### src/rtl/matrix_scan_capture.sv
// Rebuilds GS x GS frames from a multiplexed row/column scan, debounces each row strobe
// and publishes completed frames over valid/ready. Define SCAN_SYNC_EN to add 2-flop input synchronizers.
module matrix_scan_capture #(
    parameter int unsigned GS         = 8,
    parameter int unsigned STABLE_CYC = 4,
    parameter bit          COL_INV    = 1'b0
) (
    input  logic             clk_i,
    input  logic             rst_n,
    input  logic [GS-1:0]    col_val_i,
    input  logic [GS-1:0]    row_val_i,
    input  logic             clear_i,
    output logic [GS*GS-1:0] frame_o,
    output logic             frame_valid_o,
    input  logic             frame_ready_i,
    output logic             overrun_o,
    output logic             row_err_o
);
    localparam int unsigned   CW       = (STABLE_CYC < 2) ? 1 : $clog2(STABLE_CYC);
    localparam logic [CW-1:0] CNT_LAST = CW'(STABLE_CYC - 1);

    typedef enum logic [1:0] {S_WAIT, S_SETTLE, S_HOLD} state_e;

    logic [GS-1:0] row_in, col_in;

`ifdef SCAN_SYNC_EN
    logic [GS-1:0] row_m1_q, row_m2_q, col_m1_q, col_m2_q;

    always_ff @(posedge clk_i or negedge rst_n) begin
        if (!rst_n) begin
            row_m1_q <= '0;
            row_m2_q <= '0;
            col_m1_q <= '0;
            col_m2_q <= '0;
        end else begin
            row_m1_q <= row_val_i;
            row_m2_q <= row_m1_q;
            col_m1_q <= col_val_i;
            col_m2_q <= col_m1_q;
        end
    end

    assign row_in = row_m2_q;
    assign col_in = col_m2_q;
`else
    assign row_in = row_val_i;
    assign col_in = col_val_i;
`endif

    state_e           state_q, state_d, fresh_state;
    logic [GS-1:0]    row_s_q, col_s_q;
    logic [GS-1:0]    prev_row_q, prev_col_q;
    logic [CW-1:0]    cnt_q, cnt_d;
    logic [GS*GS-1:0] buf_q, buf_d;
    logic [GS-1:0]    seen_q, seen_d;
    logic [GS*GS-1:0] frame_q;
    logic             valid_q, overrun_q, row_err_q;
    logic             one_hot, multi_hot, same_row, match;
    logic             restart, accept, fresh_accept, complete, publish;

    always_comb begin
        multi_hot = (row_s_q & (row_s_q - GS'(1))) != '0;
        one_hot   = (row_s_q != '0) && !multi_hot;
        same_row  = row_s_q == prev_row_q;
        match     = same_row && (col_s_q == prev_col_q);

        buf_d = buf_q;
        for (int unsigned r = 0; r < GS; r++) begin
            if (row_s_q[r]) buf_d[r*GS +: GS] = col_s_q;
        end
        seen_d = seen_q | row_s_q;

        // Any sample that breaks a settle/hold run is re-evaluated as if idle on the same edge
        fresh_state  = one_hot ? ((STABLE_CYC <= 1) ? S_HOLD : S_SETTLE) : S_WAIT;
        fresh_accept = one_hot && (STABLE_CYC <= 1);

        state_d = state_q;
        cnt_d   = cnt_q;
        accept  = 1'b0;
        restart = 1'b0;
        unique case (state_q)
            S_SETTLE: begin
                if (match) begin
                    if (cnt_q == CNT_LAST) begin
                        accept  = 1'b1;
                        state_d = S_HOLD;
                    end else begin
                        cnt_d = cnt_q + CW'(1);
                    end
                end else begin
                    restart = 1'b1;
                end
            end
            S_HOLD:  restart = !same_row;
            default: restart = 1'b1;
        endcase
        if (restart) begin
            state_d = fresh_state;
            accept  = fresh_accept;
            cnt_d   = CW'(1);
        end

        complete = accept && (&seen_d);
        publish  = complete && (!valid_q || frame_ready_i);
    end

    always_ff @(posedge clk_i or negedge rst_n) begin
        if (!rst_n) begin
            state_q    <= S_WAIT;
            row_s_q    <= '0;
            col_s_q    <= '0;
            prev_row_q <= '0;
            prev_col_q <= '0;
            cnt_q      <= '0;
            buf_q      <= '0;
            seen_q     <= '0;
            frame_q    <= '0;
            valid_q    <= 1'b0;
            overrun_q  <= 1'b0;
            row_err_q  <= 1'b0;
        end else begin
            row_s_q   <= row_in;
            col_s_q   <= COL_INV ? ~col_in : col_in;
            row_err_q <= multi_hot;

            if (clear_i) begin
                state_q   <= S_WAIT;
                seen_q    <= '0;
                overrun_q <= 1'b0;
            end else begin
                state_q <= state_d;
                cnt_q   <= cnt_d;
                if (restart && one_hot) begin
                    prev_row_q <= row_s_q;
                    prev_col_q <= col_s_q;
                end
                if (accept) begin
                    buf_q  <= buf_d;
                    seen_q <= complete ? '0 : seen_d;
                end
                if (complete && !publish) overrun_q <= 1'b1;
            end

            if (publish && !clear_i) begin
                frame_q <= buf_d;
                valid_q <= 1'b1;
            end else if (frame_ready_i) begin
                valid_q <= 1'b0;
            end
        end
    end

    assign frame_o       = frame_q;
    assign frame_valid_o = valid_q;
    assign overrun_o     = overrun_q;
    assign row_err_o     = row_err_q;

endmodule

### config.mk
export PLATFORM = sky130hd
export DESIGN_NAME = matrix_scan_capture
export DESIGN_NICKNAME = d
export VERILOG_FILES = /design/src/rtl/matrix_scan_capture.sv
export SDC_FILE = /design/constraint.sdc
export NUM_CORES = 1
export LEC_CHECK = 0
export CORE_MARGIN = 4
export CORE_UTILIZATION = 29
export CTS_BUF_LIST = sky130_fd_sc_hd__clkbuf_4 sky130_fd_sc_hd__clkbuf_8
export DETAILED_ROUTE_END_ITERATION = 6
export GPL_TIMING_DRIVEN = 0
export PLACE_DENSITY = 0.51
export SLEW_MARGIN = 20
export SYNTH_ARGS = -nofsm -noshare
export SYNTH_HDL_FRONTEND = slang
export SYNTH_SLANG_ARGS = --single-unit
### constraint.sdc
create_clock -name clk_i -period 4.4 [get_ports clk_i]
set_clock_uncertainty 0.15 [all_clocks]
set_input_delay 0.44 -clock clk_i [delete_from_list [all_inputs] [get_ports clk_i]]
set_output_delay 0.44 -clock clk_i [all_outputs]
set_load 0.02 [all_outputs]
After elaboration in Yosys (flattened, before gate mapping)
Cells that the tools add are included.
{ "op_classes": {"add_sub_neg": 2, "reduce_logical": 28, "n_eq_ne": 6, "bitwise": 3, "n_mux": 31} }
{ "ops": {"columns": ["cell", "count"], "rows": [
  ["$mux W8", 11],
  ["$mux W2", 9],
  ["$eq A8 B8 Y1", 2],
  ["$reduce_bool A8 Y1", 2],
  ["$mux W1", 10],
  ["$reduce_bool A2 Y1", 5],
  ["$reduce_bool A3 Y1", 3],
  ["$and A8 B8 Y8", 1],
  ["$or A8 B8 Y8", 1],
  ["$reduce_and A8 Y1", 1],
  ["$sub A8 B1 Y8 const B", 1],
  ["$logic_and A1 B1 Y1", 7],
  ["$logic_not A1 Y1", 5],
  ["$eq A2 B2 Y1 const B", 2],
  ["$reduce_and A2 Y1", 2],
  ["$reduce_and A4 Y1", 1],
  ["$reduce_and A3 Y1", 1],
  ["$add A2 B1 Y2 const B", 1],
  ["$eq A2 B1 Y1 const B", 1],
  ["$ne A2 B2 Y1 const B", 1],
  ["$pmux W1 S2", 1],
  ["$logic_or A1 B1 Y1", 1],
  ["$not A1 Y1", 1]
]} }
{ "totals": {"regBits": 175, "out_inout_bits": 67, "in_bits": 20, "wordCells": 82} }

Logic depth before layout (Yosys ltp)
Gate-level depths: netlist (run 1).
{ "depth": {"word_depth": 11, "ltp_mapped": 9, "depth_no_buf": 7} }

Least setup slack after synthesis (run 1)
OpenSTA, ideal clock, no wires.
{ "synth_timing": {"kind": "flip-flop to flip-flop", "from": "register row_s_q[6]", "to": "register frame_q[10] (netlist: frame_o[10])", "t_arrival_ns": 2.144, "path_stages_with_launch": 9, "synth_period_minus_slack_ns": 2.421, "required_ns": 4.123, "setup_time_ns": 0.127, "path_buffers": 3, "setup_slack_ns": 1.979, "cell_sequence": "dfrtp_1 > buf_2 > xor2_1 > nor4_2 > nand4_1 > nor4b_2 > buf_4 > buf_6 > mux2_1"} }
{ "synth_via": {"elab_chain_cells": 8, "word_cells_on_any_way": 13, "cone_classes": "eq/ne (1); mux (5); bitwise (1); reduce/logical (6)"} }
{ "synth_lines": {"columns": ["element", "line", "source"], "rows": [
  ["from (decl)", "51", "logic [GS-1:0] row_s_q, col_s_q;"],
  ["from (signal assigned)", "122", "row_s_q <= row_in;"],
  ["$eq A8 B8 Y1", "64", "same_row = row_s_q == prev_row_q;"],
  ["$logic_and A1 B1 Y1", "65", "match = same_row && (col_s_q == prev_col_q);"],
  ["$mux W1", "83", "if (match) begin"],
  ["$pmux W1 S2 / $mux W1 (equally long branches)", "81", "unique case (state_q)"],
  ["$mux W1", "97", "if (restart) begin"],
  ["$logic_and A1 B1 Y1 *", "103", "complete = accept && (&seen_d);"],
  ["$logic_and A1 B1 Y1 *", "104", "publish = complete && (!valid_q || frame_ready_i);"],
  ["$logic_and A1 B1 Y1 *", "144", "if (publish && !clear_i) begin"],
  ["to (signal assigned)", "145", "frame_q <= buf_d;"],
  ["to (decl)", "56", "logic [GS*GS-1:0] frame_q;"]
]} }
Every way passes the cells marked *; elsewhere a longest branch is shown, timed or not.
A chain may end at the register's enable or synchronous reset.

Final worst setup path (run 1)
{ "layout_timing": {"from": "register row_s_q[6]", "to": "register frame_q[16] (netlist: frame_o[16])"} }
The elaborated chain is that of the path after synthesis.

==> results of run 1 <==
final cells by class:
class / instances / area share [%]
buffer: 46 / 2.76
clock buffer: 23 / 3.21
clock inverter: 9 / 0.634
inverter: 21 / 0.832
multi-input combinational: 300 / 32.2
sequential: 175 / 46.2
tap: 335 / 4.42
timing repair buffer: 88 / 9.72
cells in the final DEF, fill, tap and decap left out, drive strengths merged, types with 3 or more instances in the layout:
cell type / synthesis / final
nand2: 4 / 4
clkdlybuf4s50: 0 / 84
o21ai: 4 / 4
nand3: 10 / 10
buf: 27 / 30
inv: 21 / 21
ha: 3 / 3
nor2: 5 / 5
nor4: 7 / 7
clkbuf: 19 / 42
dfrtp: 175 / 175
clkinv: 0 / 6
mux2: 208 / 208
nor3: 4 / 4
clkinvlp: 0 / 3
o22ai: 12 / 12
xor2: 16 / 16
sequential cells by signal, summed over array words and instances, names as in the netlist:
signal / count
prev_col_q: 8
frame_valid_o: 1
row_s_q: 8
buf_q: 64
col_s_q: 8
seen_q: 8
frame_o: 64
overrun_o: 1
row_err_o: 1
cnt_q: 2
prev_row_q: 8
state_q: 2
routing by layer:
layer / global-route usage [%] / share of wire (%) / vias up
met5: 0 / 0 / -
met4: 3.75 / 1.2 / 0
met3: 3.01 / 3.3 / 19
met2: 21.3 / 46 / 97
met1: 19.5 / 49 / 2378
li1: - / - / 2139
worst paths after layout:
| kind | endpoint | slack (ns) | cells past startpoint |
|---|---|---|---|
| min reg2reg | frame_o[62] | 0.34 | 1 |
| max in group asynchronous | frame_o[53] | 2.79 | 4 |
| min | overrun_o | 0.20 | 2 |
| min in group asynchronous | frame_o[31] | 0.26 | 2 |
| max reg2reg | frame_o[16] | 1.35 | 8 |
| max | frame_o[16] | 1.35 | 8 |
worst register-to-register path, delay by kind of cell (launching register included):
kind / cells / cell delay, ns
flops: 1 / 0.38
simple gates: 3 / 1.13
buf+inv: 3 / 0.74
mux: 1 / 0.34
xor+xnor: 1 / 0.20
cell families (layout without fill, tap and decap cells):
kind of cell / Yosys count / count (layout) / share of synthesized area [%]
and+or+nand+nor: 38 / 38 / 3.06
adders and majority gates: 5 / 5 / 0.741
AOI/OAI and AO/OA: 33 / 33 / 3.08
xor gates and xnor gates: 16 / 16 / 1.80
buffers and inverters: 67 / 187 / 4.38
DFF: 175 / 175 / 56.4
muxes: 208 / 208 / 30.6
power groups by stage:
stage	sequential [mW]	combinational (mW)	clock, mW
after floorplan	1.71	0.170	0
after global placement	1.71	0.273	0
after detailed placement	1.72	0.284	0
after CTS	1.68	0.288	1.08
after global routing	1.69	0.309	1.14
final	1.68	0.281	1.04
stage by stage:
step	util [%]	setup slack, ns	hold WS [ns]
after floorplan	-	1.98	-0.00559
after global placement	34.5	-4.38	0.325
after detailed placement	34.7	1.41	0.139
after CTS	36.2	1.34	0.175
after global routing	36.2	1.18	0.177
final	36.2	1.35	0.203
==> results.ini, run 1 <==
[cells_and_area]
syn_to_final_growth_pct=21.9
ff_latch_area_sq_um=4380
fill_cells=2488
multiInputGateArea_sq_um=3050
fin_nets=672
diodes=0
drive_above_1_share_pct=32.9
final_cells=997
design_area_sq_um=9470

[grt]
grt_use_total_pct=13.7
gr-total-overflow=0
antenna_found_initial=0
first_global_vias=5270
grt_first_pass_wirelength_microns=30800
grt_max_degree=99

[detailed_routing]
routed_via_density=4.65
detail_route.iter0.violations=274
routedWlPerCell_microns=19.2
routed_wl_microns=19200
drtPass1Iterations=4
num_vias=4633
final_antenna_net_count=0
drcViolationCount=0

[critical_path]
rr_startpoint=row_s_q[6]
cp_cell_sequence=buf_2 -> xor2_1 -> nor4_2 -> nand4_1 -> nor4b_2 -> buf_4 -> buf_6 -> mux2_1
critPathKind=reg -> reg
worst-path-buf-inv=3
crit_family=simple AND/OR/NAND/NOR gates
crit_path_top_delay_cell=nor4_2
crit_arrival_ns=3.24
worstPathRequired_ns=4.59
critPathMaxStageDelay_ns=0.48
path_max_fanout=10
cp-end-kind=register
crit_path_start=row_s_q[6]
cp-start-kind=register

[power_and_ir_drop]
totalPowerFinal_mw=3.00
powerDensity_nw_per_um2=317
ir_drop_mv=0.194
clkPwrFrac_pct=34.5
switchingPower_mw=0.755
p_leak_nw=4.54
p_int_mw=2.25
swShare_pct=25.2
p_seq_share_pct=56.1
pwr-share-comb_pct=9.4

[logic_synthesis]
ys.warnings.count=0
synth_top_area_share_pct=56.4
synthTopCellsByCount=175 x dfrtp_1, 139 x mux2_2, 60 x mux2_1
synth.net_count=565
netlist_instances=542
yosysTopAreaCell=dfrtp_1
synth_cell_types=44
synth_seq_cells=175
synth_edf_count=0
ys.flop_type=dfrtp_1
avgSynthCellArea_sq_um=14.3
synth_most_common_cell=dfrtp_1
synth_seq_area_share_pct=56.4
synth_area_leaders=dfrtp_1 56%, mux2_2 20%, mux2_1 8.7%, xor2_1 1.8%, mux2_4 1.7%
ys_async_sr_fraction_pct=100
syn_area_sq_um=7770

[clock_tree]
cts.sinks=175
clock_latency_ns=0.46
htree_levels=4
path_clk_slew_ns=0.09
ctsHoldBuffers=1
post_cts_buffers=0
cts_resized=0
clock_path_buffers=2
numCtsBuffers=17
cts_tree=built
cts_root_buf=clkbuf_8

[sta]
setup_viol=0
drv_slew=0
rsz0062_at_grt=no
relSlewSlack_pct=44.1
hold_viol=0
max_freq_ghz=0.327
period_share_pct=69.4
setup_tns_ns=0
worst_pin_slew_ns=0.830
layout_min_cycle_time_ns=3.05

[place]
place.gp.congestion=0.786
port_buffers=85
place_inst=964
dpl.hpwl_microns=13000
place_area_sq_um=9100

[worst_hold_path]
holdCritPathClass=in -> reg
worstHoldStart=clear_i

[die]
start_util_pct=29.6
core_area_sq_um=26200
std_cell_rows=59
die_area_sq_um=29500
io-pin-count=87
fp.dieW_microns=172
chipHeight_microns=172

[outcome]
status=finished, final reports clean

[flow_run]
drv_cap=0

(Power assumes the default switching activity.)
==> run 2, diff against run 1 <==
--- a/config.mk
+++ b/config.mk
@@ -10,7 +10,7 @@
 export CTS_BUF_LIST = sky130_fd_sc_hd__clkbuf_4 sky130_fd_sc_hd__clkbuf_8
 export DETAILED_ROUTE_END_ITERATION = 6
 export GPL_TIMING_DRIVEN = 0
-export PLACE_DENSITY = 0.51
+export PLACE_DENSITY = 0.52
 export SLEW_MARGIN = 20
 export SYNTH_ARGS = -nofsm -noshare
 export SYNTH_HDL_FRONTEND = slang
==> constraint.sdc (replaced) <==
create_clock -name clk_i -period 2.7 [get_ports clk_i]
set_clock_uncertainty 0.15 [all_clocks]
set_input_delay 0.27 -clock clk_i [delete_from_list [all_inputs] [get_ports clk_i]]
set_output_delay 0.27 -clock clk_i [all_outputs]
set_load 0.02 [all_outputs]
==> run 2 against run 1 <==
The run now ends with negative setup slack left. First-iteration DRC count fell by 7.7%. Non-clock buffer count rose by 27. Final cell count rose by 2.7%. Via count rose by 5.1%. Sequential cell count did not move. Critical endpoint is now frame_o[32]. Largest cell class unchanged. Largest power group unchanged.
==> results.ini, run 2 (synthesis results as in run 1) <==
[clock_tree]
path_clk_slew_ns=0.09
cts_tree=built
clock_latency_ns=0.47
numCtsBuffers=17
cts_root_buf=clkbuf_8
clock_path_buffers=2
htree_levels=4
cts.sinks=175

[sta]
relSlewSlack_pct=47.5
layout_min_cycle_time_ns=2.73
max_freq_ghz=0.366
worst_pin_slew_ns=0.787
hold_viol=0
rsz0062_at_grt=yes
whs_ns=0.0781
period_share_pct=101
drv_slew=0
final.setup.worst_slack_ns=-0.0310
setup_viol=10

[die]
chipHeight_microns=172
fp.dieW_microns=172
io-pin-count=87
std_cell_rows=59
core_area_sq_um=26200
start_util_pct=29.6
die_area_sq_um=29500

[cells_and_area]
post-route-util_pct=39.3
drive_above_1_share_pct=45.9
final_cells=1024
layout_common_cells=169 x dfrtp_1, 139 x mux2_2, 84 x clkdlybuf4s50_1
final_common_cell=dfrtp_1
fin_nets=699
diodes=0
syn_to_final_growth_pct=32.7
design_area_sq_um=10300

[critical_path]
critPathMaxStageDelay_ns=0.45
rrSetupSlack_ns=-0.03
cp_cell_sequence=xor2_1 -> nor4_2 -> buf_4 -> nand4_1 -> buf_6 -> nor4b_4 -> buf_6 -> buf_12 -> buf_8 -> clkbuf_16 -> mux2_4
worst-path-buf-inv=6
critPathKind=reg -> reg
rr_endpoint=frame_o[32]
rr_startpoint=row_s_q[0]
crit_path_top_delay_cell=dfrtp_2
crit_arrival_ns=2.93
path_max_fanout=5
cpMostUsedCell=buf_6
crit_family=buffers and inverters
cp-end-kind=register
cp-start-kind=register
reg2reg_depth=11
worstPathRequired_ns=2.90

[outcome]
violations=negative setup slack
status=complete, but fails checks

[detailed_routing]
routed_via_density=4.76
detail_route.iter0.violations=253
drcViolationCount=0
num_vias=4871
final_antenna_net_count=0
drtPass1Iterations=4
routed_wl_microns=20700
routedWlPerCell_microns=20.2

[place]
place_inst=964
place.gp.congestion=0.772
dpl.hpwl_microns=13200
port_buffers=85
place_area_sq_um=9100

[grt]
antenna_found_initial=0
grt_first_pass_wirelength_microns=31600
grt_max_degree=65
grt_use_total_pct=14.2
gr-total-overflow=0
first_global_vias=5293

[power_and_ir_drop]
clkPwrFrac_pct=36.2
p_leak_nw=4.78
pwr-share-comb_pct=10.1
totalPowerFinal_mw=5.14
ir_drop_mv=0.312
swShare_pct=25.9
p_seq_share_pct=53.7
p_int_mw=3.81
switchingPower_mw=1.33
powerDensity_nw_per_um2=499

[worst_hold_path]
hold_path_depth=2
worstHoldStart=clear_i
hold-path-endpoint=overrun_o
holdCritPathClass=in -> reg

[flow_run]
drv_cap=0

run 2: how the worst max path moves through the flow:
stage                              to  cells after the start        from  slack, ns
after floorplan           frame_o[10]                      8  row_s_q[6]       0.28
after global placement    frame_o[44]                      1       rst_n      -5.87
after detailed placement  frame_o[26]                      8  row_s_q[6]      -0.30
after CTS                 frame_o[26]                     11  col_s_q[6]     -0.007
after global routing      frame_o[32]                     11  row_s_q[5]      -0.21
final                     frame_o[32]                     11  row_s_q[0]      -0.03
run 2: layout make-up:
cell class                      instances  area [sq um]
Timing Repair Buffer                  123          1350
Multi-Input combinational cell        300          3360
Clock inverter                         14           160
Sequential cell                       175          4390
Fill cell                            2444         15900
Inverter                               21          78.8
Buffer                                 38           309
Tap cell                              335           419
Clock buffer                           18           248
run 2: worst reg2reg max path, delay by kind of cell (launching register included):
family	cells	cell delay, ns
AND/OR/NAND/NOR	3	0.67
buffers and inverters	6	0.87
multiplexers	1	0.30
flip-flops	1	0.45
XOR/XNOR	1	0.17
run 2: stage by stage:
step	TNS (ns)	setup WS (ns)
6_report	-0.143	-0.0310
5_1_grt	-9.33	-0.205
4_1_cts	-0.0133	-0.00693
3_5_place_dp	-28.22	-0.304
3_3_place_gp	-1049.78	-5.87
2_1_floorplan	0	0.279
run 2: timing repair:
action	4_1_cts	5_1_grt
pin swaps	6	7
buffers inserted	21	8
gates resized for setup	42	72
gates cloned	4	3
setup endpoints to repair	145	147
hold buffers	1	0
endpoints found under the hold margin	111	0
run 2: power by group through the flow:
| stage | Sequential, mW | Clock, mW | Combinational [mW] |
|---|---|---|---|
| 5_1_grt | 2.77 | 2.04 | 0.561 |
| 6_report | 2.76 | 1.86 | 0.518 |
| 3_5_place_dp | 2.80 | 0 | 0.461 |
| 3_3_place_gp | 2.79 | 0 | 0.441 |
| 4_1_cts | 2.75 | 1.93 | 0.499 |
| 2_1_floorplan | 2.79 | 0 | 0.277 |
run 2: routing by layer:
layer	global-route usage (%)	part of all wire, %
met5	0	0
met3	2.90	3.6
met1	20.4	49
met2	21.5	46
met4	4.68	1.7
==> run 3, diff against run 2 <==
--- a/config.mk
+++ b/config.mk
@@ -15,3 +15,4 @@
 export SYNTH_ARGS = -nofsm -noshare
 export SYNTH_HDL_FRONTEND = slang
 export SYNTH_SLANG_ARGS = --single-unit
+export TNS_END_PERCENT = 100
==> results of run 3 <==
No change in the layout: final DEF, timing and power equal those of run 2.
